**config.mk**
```make
export PLATFORM = sky130hd
export DESIGN_NAME = ip_rx_check
export DESIGN_NICKNAME = d
export VERILOG_FILES = /design/src/rtl/ip_rx_check.sv
export SDC_FILE = /design/constraint.sdc
export NUM_CORES = 1
export LEC_CHECK = 0
export BUFFER_PORTS_ARGS = -buffer_cell sky130_fd_sc_hd__buf_2
export CAP_MARGIN = 20
export CORE_ASPECT_RATIO = 1.2
export CORE_MARGIN = 2
export CORE_UTILIZATION = 53
export CTS_CLUSTER_DIAMETER = 60
export CTS_CLUSTER_SIZE = 12
export DETAILED_ROUTE_END_ITERATION = 7
export GPL_ROUTABILITY_DRIVEN = 0
export GPL_TIMING_DRIVEN = 0
export PLACE_DENSITY = 0.76
export SLEW_MARGIN = 20
export SYNTH_ARGS = -nofsm -noshare
export SYNTH_HDL_FRONTEND = slang
export SYNTH_SLANG_ARGS = --single-unit
```
**constraint.sdc**
```tcl
create_clock -name i_clk -period 6.78 [get_ports i_clk]
set_clock_uncertainty 0.15 [all_clocks]
set_input_delay 0.678 -clock i_clk [delete_from_list [all_inputs] [get_ports i_clk]]
set_output_delay 0.678 -clock i_clk [all_outputs]
set_load 0.005 [all_outputs]
```
**src/rtl/ip_rx_check.sv**
```systemverilog
// IPv4 receive header checker: collects a 20-byte header, verifies fields, checksum and destination.
// Optional: define IP_RX_BCAST_EN to also accept the broadcast destination 255.255.255.255.
module ip_rx_check #(
    parameter logic [31:0] LOCAL_IP_INIT = 32'hC0A80105,
    parameter int          HDR_LEN       = 20
) (
    input  logic        i_clk,
    input  logic        i_rst,
    input  logic        i_byte_valid,
    input  logic [7:0]  i_byte,
    input  logic        i_sof,
    input  logic        i_set_local,
    input  logic [7:0]  i_ip0,
    input  logic [7:0]  i_ip1,
    input  logic [7:0]  i_ip2,
    input  logic [7:0]  i_ip3,
    output logic        o_busy,
    output logic        o_done,
    output logic        o_ok,
    output logic [2:0]  o_err,
    output logic [31:0] o_src_ip,
    output logic [7:0]  o_protocol,
    output logic [15:0] o_payload_len
);

    typedef enum logic [1:0] {
        IDLE,
        HDR,
        CHECK,
        DONE
    } state_t;

    localparam logic [4:0]  LAST_IDX = 5'(HDR_LEN - 1);
    localparam logic [15:0] HDR_LEN_W = 16'(HDR_LEN);

    state_t      state;
    logic [4:0]  cnt;
    logic [15:0] acc;
    logic [7:0]  hi;
    logic [7:0]  ver_ihl;
    logic [15:0] tot_len;
    logic [15:0] frag;
    logic [7:0]  proto;
    logic [31:0] src;
    logic [31:0] dst;
    logic [31:0] local_ip;

    logic        take;
    logic [4:0]  idx;
    logic [16:0] s17;
    logic        dst_ok;
    logic [2:0]  err_code;

    // A valid i_sof always restarts at index 0, whether from IDLE or mid-header.
    always_comb begin
        take = i_byte_valid && ((state == IDLE && i_sof) || state == HDR);
        idx  = i_sof ? 5'd0 : cnt;
        s17  = {1'b0, acc} + {1'b0, hi, i_byte};
    end

`ifdef IP_RX_BCAST_EN
    assign dst_ok = (dst == local_ip) || (dst == 32'hFFFF_FFFF);
`else
    assign dst_ok = (dst == local_ip);
`endif

    // NOTE: every branch assigns err_code after a default, so no latch is inferred.
    always_comb begin
        err_code = 3'd0;
        if (ver_ihl != 8'h45)
            err_code = 3'd1;
        else if (tot_len < HDR_LEN_W)
            err_code = 3'd2;
        else if (frag[13] || frag[12:0] != 13'd0)
            err_code = 3'd3;
        else if (acc != 16'hFFFF)
            err_code = 3'd4;
        else if (!dst_ok)
            err_code = 3'd5;
    end

    assign o_busy = (state != IDLE);

    always_ff @(posedge i_clk or posedge i_rst) begin
        if (i_rst) begin
            local_ip <= LOCAL_IP_INIT;
        end else if (i_set_local) begin
            local_ip <= {i_ip0, i_ip1, i_ip2, i_ip3};
        end
    end

    // NOTE: all state is updated with non-blocking assignments so every read sees pre-edge values.
    always_ff @(posedge i_clk or posedge i_rst) begin
        if (i_rst) begin
            state         <= IDLE;
            cnt           <= 5'd0;
            acc           <= 16'd0;
            hi            <= 8'd0;
            ver_ihl       <= 8'd0;
            tot_len       <= 16'd0;
            frag          <= 16'd0;
            proto         <= 8'd0;
            src           <= 32'd0;
            dst           <= 32'd0;
            o_done        <= 1'b0;
            o_ok          <= 1'b0;
            o_err         <= 3'd0;
            o_src_ip      <= 32'd0;
            o_protocol    <= 8'd0;
            o_payload_len <= 16'd0;
        end else begin
            o_done <= 1'b0;
            case (state)
                IDLE, HDR: begin
                    if (take) begin
                        cnt <= idx + 5'd1;
                        if (!idx[0]) begin
                            hi <= i_byte;
                            if (idx == 5'd0)
                                acc <= 16'd0;
                        end else begin
                            // End-around carry keeps the ones-complement sum in 16 bits.
                            acc <= s17[15:0] + {15'd0, s17[16]};
                        end
                        case (idx)
                            5'd0:    ver_ihl       <= i_byte;
                            5'd2:    tot_len[15:8] <= i_byte;
                            5'd3:    tot_len[7:0]  <= i_byte;
                            5'd6:    frag[15:8]    <= i_byte;
                            5'd7:    frag[7:0]     <= i_byte;
                            5'd9:    proto         <= i_byte;
                            5'd12:   src[31:24]    <= i_byte;
                            5'd13:   src[23:16]    <= i_byte;
                            5'd14:   src[15:8]     <= i_byte;
                            5'd15:   src[7:0]      <= i_byte;
                            5'd16:   dst[31:24]    <= i_byte;
                            5'd17:   dst[23:16]    <= i_byte;
                            5'd18:   dst[15:8]     <= i_byte;
                            5'd19:   dst[7:0]      <= i_byte;
                            default: ;
                        endcase
                        state <= (idx == LAST_IDX) ? CHECK : HDR;
                    end
                end
                CHECK: begin
                    o_done        <= 1'b1;
                    o_ok          <= (err_code == 3'd0);
                    o_err         <= err_code;
                    o_src_ip      <= src;
                    o_protocol    <= proto;
                    o_payload_len <= (err_code == 3'd0) ? (tot_len - HDR_LEN_W) : 16'd0;
                    state         <= DONE;
                end
                DONE: begin
                    state <= IDLE;
                end
                default: state <= IDLE;
            endcase
        end
    end

endmodule

```
Word-level counts from Yosys, hierarchy flattened
Index checks and enable logic that the tools add are counted.

Magnitude comparators: 1. Multiply operators: 0. Divide/modulo/power cells: 0. Reduce and logical (&&, ||, !) cells: 28. Multiplexer cells: 13. Bitwise operators: 1. Equal/unequal tests: 20. Shift-type cells: 0. Add/subtract/negate cells: 4.

Operators by type and width (number): 16-bit 2-to-1 mux (3); 3-bit AND reduction (16); 32-bit equality test (1); 5-bit by 4-bit equality test with 1-bit output (second input constant) (5); 5-bit equality test (second input constant) (4); 16-bit by 16-bit adder with 17-bit output (1); 16-bit by 1-bit adder with 16-bit output (1); 16-bit by 5-bit less-than comparator with 1-bit output (second input constant) (1); 16-bit inequality test (second input constant) (1); 16-bit by 5-bit subtractor with 16-bit output (second input constant) (1); 3-bit 2-to-1 mux (5); 13-bit nonzero test (1); 5-bit by 2-bit equality test with 1-bit output (second input constant) (2); 5-bit by 3-bit equality test with 1-bit output (second input constant) (2); 8-bit by 7-bit inequality test with 1-bit output (second input constant) (1); 2-bit one-hot mux with 3 select lines (1); 5-bit by 1-bit adder with 5-bit output (second input constant) (1); 5-bit logical NOT (1); 5-bit 2-to-1 mux (1); 2-bit equality test (second input constant) (2); 2-bit 2-to-1 mux (2); 2-bit nonzero test (2); 3-bit logical NOT (1); 2-bit by 1-bit equality test with 1-bit output (second input constant) (1); other kinds (8) (10).

Memory bits (writable): 0. Output and inout bits: 62. Logic and storage cells: 92. Memory bits (read-only): 0. Register bits: 234. Memories kept: 0. Bits of input ports: 45. Bits in latches: 0.

Depth between registers and ports, before layout
Gate-level depths: netlist of the first run.

Depth in word-level cells: 8. Depth in mapped cells: 19. Depth with buffers taken out: 19.

Least setup slack after synthesis of the first run
Ideal clock, no wire load.

Path type: input to register. Start: input port i_byte[1]. End: register acc[15]. Path slack: 2496 ps. Path buffers: 1. Arrival: 4010 ps. Required time: 6506 ps. Library setup time: 124 ps. Cell stages on the path: 19. Path through: inv_1 -> clkbuf_1 -> fa_1 -> nor2b_1 -> o31a_1 -> o21ai_0 -> a21oi_1 -> o21ai_0 -> a21boi_0 -> o21ai_0 -> nand2b_1 -> ha_1 -> nor2b_1 -> nand2_1 -> or3b_1 -> nor2b_4 -> nand4_1 -> o32a_1 -> a211o_1.

Word-level cells in the longest chain between the ends: 3.

Ends and longest elaborated chain: start, declared (RTL line 10) `input logic [7:0] i_byte,`; 16-bit by 16-bit adder with 17-bit output (RTL line 58) `s17 = {1'b0, acc} + {1'b0, hi, i_byte};`; 16-bit by 1-bit adder with 16-bit output (RTL line 123) `acc <= s17[15:0] + {15'd0, s17[16]};`; 16-bit 2-to-1 mux (RTL line 117) `if (!idx[0]) begin`; end signal, assigned (RTL line 123); end, declared (RTL line 38) `logic [15:0] acc;`.

Every way passes these cells. A chain may end at the register's enable or synchronous reset.

Final worst setup path of the first run
Same ends and word-level chain as after synthesis.

==> results_dict.tcl, run 1 <==
set metrics [dict create \
    rsz0062_at_grt "no" \
    drive_above_1_share_pct 27.44 \
    antenna_cells 0 \
    start_util_pct 54.38 \
    area_growth_pct 15.25 \
    post-route-period-util_pct 71.63 \
    grt_max_degree 37 \
    clock_latency_ns 0.52 \
    crit_arrival_ns 5.09 \
    grt_pass1_wl_mm 39.12 \
    fin_crit_ns 4.857 \
    ys_seq_elements 234 \
    setup_viol 0 \
    crit_path_frequent_cell "o21ai_0" \
    syn_area_per_cell_um2 11.27 \
    clk_pin_slew_ns 0.06 \
    worstSetupPathType "input pin to flip-flop" \
    regArea_mm2 0.005866 \
    drtIter0Drc 490 \
    drv_slew 0 \
    dieArea_mm2 0.02136 \
    slowest_delay_ns 0.54 \
    cts_setup_buffers 0 \
    routed_via_density 5.529 \
    cts_tree "built" \
    cellLeakagePower_nw 6.169 \
    rows 56 \
    wl_per_cell_um 17.48 \
    hold_buffers 0 \
    crit_path_end_kind "flip-flop" \
    holdWs_ns 0.05073 \
    synth-main-ff-cell "dfrtp_1" \
    cp_slowest_cell "fa_1" \
    grt_pass1_vias 7666 \
    ant_nets 0 \
    cp-start-kind "input pin" \
    netlist_instances 950 \
    cts_buffers 23 \
    gr-total-overflow 0 \
    ys_async_sr_fraction_pct 100.0 \
    worst-r2r-cell-count 19 \
    syn-cell-area_mm2 0.01071 \
    crit_family "compound AO/OA/AOI/OAI gates" \
    yosysWarnings 0 \
    fillCellCount 1564 \
    cts_resized 0 \
    crit_chain "buf_2 > inv_1 > clkbuf_1 > fa_1 > nor2b_1 > o31a_1 > o21ai_0 > a21oi_1 > o21ai_0 > a21boi_0 > o21ai_0 > nand2b_1 > ha_1 > nor2b_1 > nand2_1 > or3b_1 > nor2b_4 > nand4_1 > o32a_1 > a211o_1" \
    cp_num_cells 20 \
    drt-pass1-iter-count 5 \
    syn_nets 1020 \
    coreArea_mm2 0.01969 \
    max_freq_ghz 0.2059 \
    synth_cell_type_count 69 \
    drt-total-wl_mm 23.73 \
    path_max_fanout 10 \
    finalHoldViolations 0 \
    crit_required_ns 7.02 \
    antenna_found_initial 0 \
    dpl.hpwl_mm 17.05 \
    cts_htree_levels 1 \
    clock_sinks 234 \
    clock_path_buffers 3 \
    grt_use_total_pct 22.69 \
    tightest_slew_ns 1.085 \
    route.vias.total 7509 \
    root_buffer "clkbuf_16" \
    multi_input_area_mm2 0.004648 \
    port_buffers 105 \
    pin_count 107 \
    final_nets 1157 \
    min-delay-path-class "input pin to async pin" \
    worst-path-buf-inv 3 \
    fin_tns_setup_ns 0 \
    cellPowerDensity_mw_per_mm2 313.2 \
    die_w_um 133.7 \
    slew_headroom_pct 27.05 \
    status "finished, final reports clean" \
    cap_violations 0 \
    drc_errors 0 \
    die_h_um 159.7 \
    irDropWorstVdd_v 0.0001820 \
    seq_area_frac_synth_pct 54.79 \
    synth-edff-count 0 \
]
state kept, by name, indices dropped and copies added (netlist names), 14 cells and up:
name	flops
acc	16
dst	32
src	32
o_payload_len	16
o_src_ip	32
tot_len	16
local_ip	32
frag	14
per-layer routing:
| metal | vias to the layer above | global-route usage (%) | share of wire, % |
|---|---|---|---|
| li1 | 3553 | - | - |
| met1 | 3765 | 29.34 | 43 |
| met2 | 157 | 40.70 | 52 |
| met3 | 34 | 2.317 | 3.6 |
| met4 | 0 | 5.996 | 1.9 |
| met5 | - | 0 | 0 |
cell usage in the layout (no fill, tap or decap), types with 17 or more instances in the layout:
master,instances
buf_2,105
clkbuf_1,38
clkbuf_16,23
dfrtp_1,226
ha_1,24
inv_1,17
mux2_2,138
nand2_1,204
nor2_1,30
nor4_1,17
o21ai_0,54
xnor2_1,18
xor2_1,45
layout make-up:
class / instances / area share [%]
plain buffers: 32 / 0.9836
clock buffers: 33 / 4.969
clock inverters: 2 / 0.1318
inverters: 19 / 0.6084
multi-input cells: 665 / 37.67
flip-flops and latches: 234 / 47.54
well taps: 261 / 2.647
repair buffers: 112 / 5.455
cells in the mapped netlist (3+ instances only):
library cell / number / area (um^2)
nand3b_1: 3 / 22.52
dfrtp_1: 226 / 5655
xor2_1: 45 / 394.1
nand2_1: 204 / 765.7
o21bai_1: 3 / 22.52
dfstp_2: 8 / 210.2
xnor2_1: 18 / 157.7
nor4_1: 17 / 106.4
nor2b_1: 7 / 43.79
o21a_1: 4 / 30.03
nand3_1: 14 / 70.07
nor3b_1: 3 / 22.52
buf_1: 3 / 11.26
o211ai_1: 4 / 30.03
ha_1: 24 / 300.3
mux2_2: 138 / 1554
nand4_1: 11 / 68.82
a21oi_1: 11 / 55.05
o21ai_1: 7 / 35.03
inv_1: 18 / 67.56
a21o_1: 4 / 30.03
nor3_1: 7 / 35.03
nor2_1: 30 / 112.6
nand2b_1: 6 / 37.54
o21ai_0: 54 / 270.3
clkbuf_1: 28 / 105.1
final timing paths:
| kind | endpoint | startpoint | slack [ns] |
|---|---|---|---|
| hold reg to reg | o_src_ip[10] | src[10] | 0.31 |
| hold / removal | o_src_ip[24] | i_rst | 0.05 |
| max in group asynchronous | proto[5] | i_rst | 5.38 |
| setup / recovery | acc[15] | i_byte[1] | 1.92 |
| setup reg to reg | acc[15] | acc[0] | 2.19 |
| min in group i_clk | local_ip[15] | i_ip2[7] | 0.24 |
where the power goes:
group	switching (W)	internal, W
Clock	0.000505	0.000622
Sequential	0.000136	0.00155
Combinational	0.000576	0.000473
stage by stage:
stage | utilization, % | setup slack, ns | std cells | total power (W) | instance area (um^2)
6_report | 62.67 | 1.923 | 1358 | 0.003864 | 12340
5_1_grt | 62.67 | 1.618 | 1358 | 0.004071 | 12340
4_1_cts | 62.67 | 1.965 | 1358 | 0.003871 | 12340
3_5_place_dp | 59.48 | 1.464 | 1323 | 0.002747 | 11710
3_3_place_gp | 58.73 | 1.496 | 1316 | 0.002698 | 11560
2_1_floorplan | - | 2.496 | 950 | 0.002508 | 10710
cells by family (layout without fill, tap and decap cells):
family | after synthesis | count (layout) | share of synthesized area [%]
flops | 234 | 234 | 54.79
simple gates | 326 | 326 | 14.06
compound gates | 113 | 113 | 6.696
buf+inv | 51 | 198 | 1.800
mux | 138 | 138 | 14.51
fa+ha+maj | 25 | 25 | 2.992
xor+xnor | 63 | 63 | 5.154
No activity file was read; power rests on OpenSTA's default activity.
==> run 2, diff against run 1 <==
--- a/config.mk
+++ b/config.mk
@@ -5,6 +5,7 @@
 export SDC_FILE = /design/constraint.sdc
 export NUM_CORES = 1
 export LEC_CHECK = 0
+export ABC_AREA = 1
 export BUFFER_PORTS_ARGS = -buffer_cell sky130_fd_sc_hd__buf_2
 export CAP_MARGIN = 20
 export CORE_ASPECT_RATIO = 1.2
==> constraint.sdc (replaced) <==
create_clock -name i_clk -period 4.1 [get_ports i_clk]
set_clock_uncertainty 0.15 [all_clocks]
set_input_delay 0.41 -clock i_clk [delete_from_list [all_inputs] [get_ports i_clk]]
set_output_delay 0.41 -clock i_clk [all_outputs]
set_load 0.005 [all_outputs]
==> results_dict.tcl, run 2 <==
set metrics [dict create \
    status "finished, final reports clean" \
    cts_setup_buffers 0 \
    synth-edff-count 0 \
    ys_async_sr_fraction_pct 100.0 \
    synthTopCellsByArea "dfrtp_1, nand2_1, o21ai_0" \
    p_sw_share_pct 31.01 \
    clk_pin_slew_ns 0.06 \
    drtIter0Drc 708 \
    synth-main-ff-cell "dfrtp_1" \
    clock_path_buffers 3 \
    pin_count 107 \
    coreArea_mm2 0.02004 \
    drt-total-wl_mm 26.12 \
    rsz0062_at_grt "no" \
    synth_cell_type_count 32 \
    dpl.hpwl_mm 18.40 \
    cap_violations 0 \
    p_sw_w 0.001836 \
    gr-total-overflow 0 \
    start_util_pct 53.57 \
    clockPowerShare_pct 32.4 \
    cellLeakagePower_nw 6.580 \
    die_h_um 159.9 \
    syn-cell-area_mm2 0.01074 \
    routed_via_density 5.244 \
    grt_pass1_vias 8971 \
    antenna_found_initial 0 \
    cts_tree "built" \
    seq_area_frac_synth_pct 54.64 \
    cts_htree_levels 1 \
    p_seq_share_pct 46.0 \
    yosys.area.top_type "dfrtp_1" \
    irDropWorstVdd_v 0.0002843 \
    wl_per_cell_um 15.24 \
    cts_buffers 23 \
    p_int_w 0.004084 \
    layout_commonest_cell "nand2_1" \
    ys_seq_elements 234 \
    max_freq_ghz 0.2627 \
    slew_headroom_pct 42.42 \
    drv_slew 0 \
    path_max_fanout 4 \
    fin_tns_setup_ns 0 \
    syn_nets 1335 \
    area_growth_pct 18.40 \
    setup_viol 0 \
    rows 57 \
    fin_crit_ns 3.806 \
    drc_errors 0 \
    syn_area_per_cell_um2 8.486 \
    grt_pass1_wl_mm 43.70 \
    cellPowerDensity_mw_per_mm2 465.8 \
    holdWs_ns 0.01600 \
    drt-pass1-iter-count 5 \
    final_nets 1502 \
    clock_latency_ns 0.51 \
    drive_above_1_share_pct 12.97 \
    combPwrFrac_pct 21.7 \
    yosys.cell_count.top_type "nand2_1" \
    ant_nets 0 \
    antenna_cells 0 \
    die_w_um 133.9 \
    tightest_slew_ns 0.8627 \
    yosysWarnings 0 \
    netlist_instances 1265 \
    dieArea_mm2 0.02141 \
    port_buffers 105 \
    grt_use_total_pct 25.08 \
    crit_path_end_kind "flip-flop" \
    finalHoldViolations 0 \
    post-route-period-util_pct 92.84 \
    min-delay-path-class "input pin to flip-flop" \
    worstSetupPathType "flip-flop to flip-flop" \
    synth_top_area_share_pct 52.68 \
    crit_required_ns 4.34 \
    cp-start-kind "flip-flop" \
    crit_arrival_ns 4.05 \
    route.vias.total 8988 \
    root_buffer "clkbuf_16" \
    layout.cells.most_common_list "nand2_1, dfrtp_1, o21ai_0, buf_2, inv_1" \
    grt_max_degree 36 \
    synthTopCellsByCount "nand2_1, dfrtp_1, o21ai_0" \
    clock_sinks 234 \
]
## run 2: power groups by stage
stage          clock [W]  combinational (W)  sequential [W]
2_1_floorplan          0           0.000963         0.00270
3_3_place_gp           0            0.00118         0.00275
3_5_place_dp           0            0.00124         0.00276
4_1_cts          0.00194            0.00127         0.00272
5_1_grt          0.00204            0.00148         0.00275
6_report         0.00192            0.00128         0.00272
## run 2: metal layers
layer	routed length, um	track usage (%)	vias to the layer above	part of all wire [%]
met2	13510	45.17	210	52
met3	1127	2.476	43	4.3
li1	-	-	4385	-
met5	0	0	-	0
met4	596	7.495	0	2.3
met1	10880	31.93	4350	42
## run 2: final cells by class
| cell class | count | area (um^2) |
|---|---|---|
| Tap cell | 265 | 331.6 |
| Buffer | 40 | 158.9 |
| Fill cell | 1669 | 7330 |
| Inverter | 108 | 409.1 |
| Sequential cell | 234 | 5866 |
| Clock inverter | 2 | 17.52 |
| Clock buffer | 40 | 639.4 |
| Timing Repair Buffer | 143 | 975.9 |
| Multi-Input combinational cell | 882 | 4313 |
## run 2: worst paths after layout
path / start / end / slack [ns] / depth (start not counted)
worst max-delay path: acc[0] / acc[15] / 0.29 / 24
worst min-delay path: i_ip1[2] / local_ip[18] / 0.02 / 2
worst max register to register: acc[0] / acc[15] / 0.29 / 24
worst min register to register: o_protocol[4] / o_protocol[4] / 0.32 / 2
max in group asynchronous: i_rst / proto[4] / 2.34 / 6
min in group asynchronous: i_rst / local_ip[22] / 0.39 / 3
## run 2: per-stage QoR
step                instances  setup slack, ns  instance area [um^2]  power, W  util, %
finish                   1714           0.2936                 12710  0.005920    63.43
floorplan                1265           0.4826                 10740  0.003662        -
CTS                      1715          0.02929                 12700  0.005926    63.39
global placement         1635          -0.8375                 11600  0.003930    57.86
detailed placement       1642          -0.4988                 11740  0.003995    58.56
global route             1714         0.002866                 12710  0.006263    63.43
## run 2: critical path, stage by stage, from the launching register on
cell and delay [ns]:
dfrtp_1 0.37, ha_1 0.21, inv_1 0.07, fa_1 0.40, inv_1 0.09, nand2_1 0.09
nand2_1 0.08, nand3_1 0.09, nand2_1 0.15, nand2_1 0.10, nand2_1 0.11, a21oi_1 0.09
o21bai_2 0.19, ha_1 0.18, nand2_1 0.07, nor2_1 0.17, nand3_1 0.17, nor2_2 0.15
nand2_1 0.08, nor2_1 0.13, nand2_1 0.14, nor2_2 0.16, nand4_1 0.10, nand3_1 0.10
nand2_1 0.05
## run 2: cells by family after synthesis
logic type | Yosys count | share of synthesized area [%]
fa+ha+maj | 25 | 2.984
buf+inv | 149 | 5.291
xor+xnor | 35 | 2.856
mux | 21 | 2.203
flops | 234 | 54.64
simple gates | 617 | 23.18
compound gates | 184 | 8.846
## run 2: what timing repair did
item	4_1_cts	5_1_grt
endpoints found under the setup margin	0	5
endpoints found under the hold margin	56	0
hold buffers	31	0
resized for setup	0	4
==> run 3, diff against run 2 <==
--- a/config.mk
+++ b/config.mk
@@ -6,7 +6,7 @@
 export NUM_CORES = 1
 export LEC_CHECK = 0
 export ABC_AREA = 1
-export BUFFER_PORTS_ARGS = -buffer_cell sky130_fd_sc_hd__buf_2
+export BUFFER_PORTS_ARGS = -buffer_cell sky130_fd_sc_hd__clkbuf_2
 export CAP_MARGIN = 20
 export CORE_ASPECT_RATIO = 1.2
 export CORE_MARGIN = 2
==> results_dict.tcl, run 3 (synthesis gave the netlist of run 2 again) <==
set metrics [dict create \
    p_int_w 0.004077 \
    p_sw_w 0.001815 \
    p_seq_share_pct 46.2 \
    finalHoldViolations 0 \
    start_util_pct 53.57 \
    drt-total-wl_mm 26.06 \
    coreArea_mm2 0.02004 \
    drv_slew 0 \
    worstSetupPathType "flip-flop to flip-flop" \
    p_sw_share_pct 30.81 \
    holdWs_ns 0.03537 \
    power_w 0.005893 \
    wl_per_cell_um 15.21 \
    combPwrFrac_pct 21.8 \
    crit_path_end_kind "flip-flop" \
    gr-total-overflow 0 \
    path_max_fanout 4 \
    timing.rr.start "acc[0]" \
    antenna_found_initial 0 \
    die_h_um 159.9 \
    pin_count 107 \
    max_freq_ghz 0.2665 \
    regArea_mm2 0.005866 \
    setup_ws_ns 0.3475 \
    layout.cells.most_common_list "nand2_1, dfrtp_1, o21ai_0, inv_1, clkbuf_2" \
    grt_use_total_pct 24.97 \
    cts_tree "built" \
    crit_path_frequent_cell "nand2_1" \
    cellPowerDensity_mw_per_mm2 463.5 \
    post-route-period-util_pct 91.52 \
    cp_slowest_cell "fa_1" \
    fillCellCount 1678 \
    irDropWorstVdd_v 0.0002335 \
    crit_start "acc[0]" \
    cellLeakagePower_nw 6.534 \
    port_buffers 105 \
    cts_htree_levels 1 \
    cts_buffers 23 \
    dieArea_mm2 0.02141 \
    cts_setup_buffers 0 \
    cap_violations 0 \
    rows 57 \
    crit_required_ns 4.40 \
    route.vias.total 8991 \
    clock_sinks 234 \
    root_buffer "clkbuf_16" \
    setup_viol 0 \
    tightest_slew_ns 0.8591 \
    worstHoldStart "i_ip1[0]" \
    area_growth_pct 18.43 \
    fin_crit_ns 3.752 \
    cp-start-kind "flip-flop" \
    ant_nets 0 \
    place_ws_ns -0.4560 \
    antenna_cells 0 \
    drtIter0Drc 503 \
    drc_errors 0 \
    clock_path_buffers 3 \
    die_w_um 133.9 \
    drive_above_1_share_pct 12.98 \
    routed_via_density 5.249 \
    dpl.hpwl_mm 18.52 \
    multi_input_area_mm2 0.004313 \
    grt_pass1_wl_mm 43.49 \
    grt_max_degree 36 \
    grt_pass1_vias 8960 \
    crit_arrival_ns 4.05 \
    min-delay-path-class "input pin to flip-flop" \
    final_nets 1503 \
    slew_headroom_pct 42.52 \
    r2r_setup_slack_ns 0.35 \
    slowest_delay_ns 0.40 \
    drt-pass1-iter-count 5 \
    clk_pin_slew_ns 0.06 \
    clockPowerShare_pct 32.0 \
    clock_latency_ns 0.51 \
    layout_commonest_cell "nand2_1" \
    status "finished, final reports clean" \
    fin_tns_setup_ns 0 \
]
[run 3: changes by cell type in the layout (fill, tap and decap cells not counted)]
cell	delta
clkbuf_2	+105
dlygate4sd3_1	+1
buf_2	-105
clkbuf_1	-2
[run 3: area by class of cell]
class / instances / area share, %
repair buffers: 144 / 7.755
clock buffers: 38 / 4.970
flip-flops and latches: 234 / 46.14
clock inverters: 2 / 0.1378
well taps: 265 / 2.608
multi-input cells: 882 / 33.92
inverters: 108 / 3.218
plain buffers: 40 / 1.250
[run 3: power by group through the flow]
stage	registers, W	logic, W	clock network, W
3_3_place_gp	0.00275	0.00118	0
3_5_place_dp	0.00276	0.00125	0
4_1_cts	0.00272	0.00128	0.00192
6_report	0.00272	0.00128	0.00188
5_1_grt	0.00275	0.00148	0.00201
2_1_floorplan	0.00270	0.000963	0
[run 3: critical path, delay by kind of cell (launching register included)]
kind	cells	cell delay, ns
AND/OR/NAND/NOR	18	1.99
adder cells (fa/ha/maj)	3	0.78
flip-flops	1	0.37
AO/OA/AOI/OAI	2	0.27
buffers and inverters	2	0.16
[run 3: what timing repair did]
| action | in CTS | in global routing |
|---|---|---|
| hold buffers | 32 | 0 |
| hold endpoints to repair | 48 | 0 |
| setup endpoints to repair | 0 | 5 |
| gates resized for setup | 0 | 4 |
[run 3: metrics by stage]
step | util, % | area, um^2 | std cells
2_1_floorplan | - | 10740 | 1265
4_1_cts | 63.40 | 12710 | 1714
6_report | 63.44 | 12710 | 1713
5_1_grt | 63.44 | 12710 | 1713
3_3_place_gp | 57.86 | 11600 | 1635
3_5_place_dp | 58.56 | 11740 | 1642
[run 3: metal layers]
metal | wire (um) | global-route usage, % | vias up | part of all wire (%)
met2 | 13380 | 44.10 | 208 | 51
met4 | 728 | 8.704 | 0 | 2.8
met1 | 10920 | 32.13 | 4345 | 42
met3 | 1028 | 2.413 | 50 | 3.9
li1 | - | - | 4388 | -
met5 | 0 | 0 | - | 0
[run 3: final timing paths]
| kind | endpoint | depth (start not counted) |
|---|---|---|
| max reg2reg | acc[12] | 25 |
| min reg2reg | o_src_ip[19] | 2 |
| min | local_ip[16] | 2 |
| min in group asynchronous | local_ip[29] | 3 |
| max | acc[12] | 25 |
| max in group asynchronous | proto[2] | 6 |
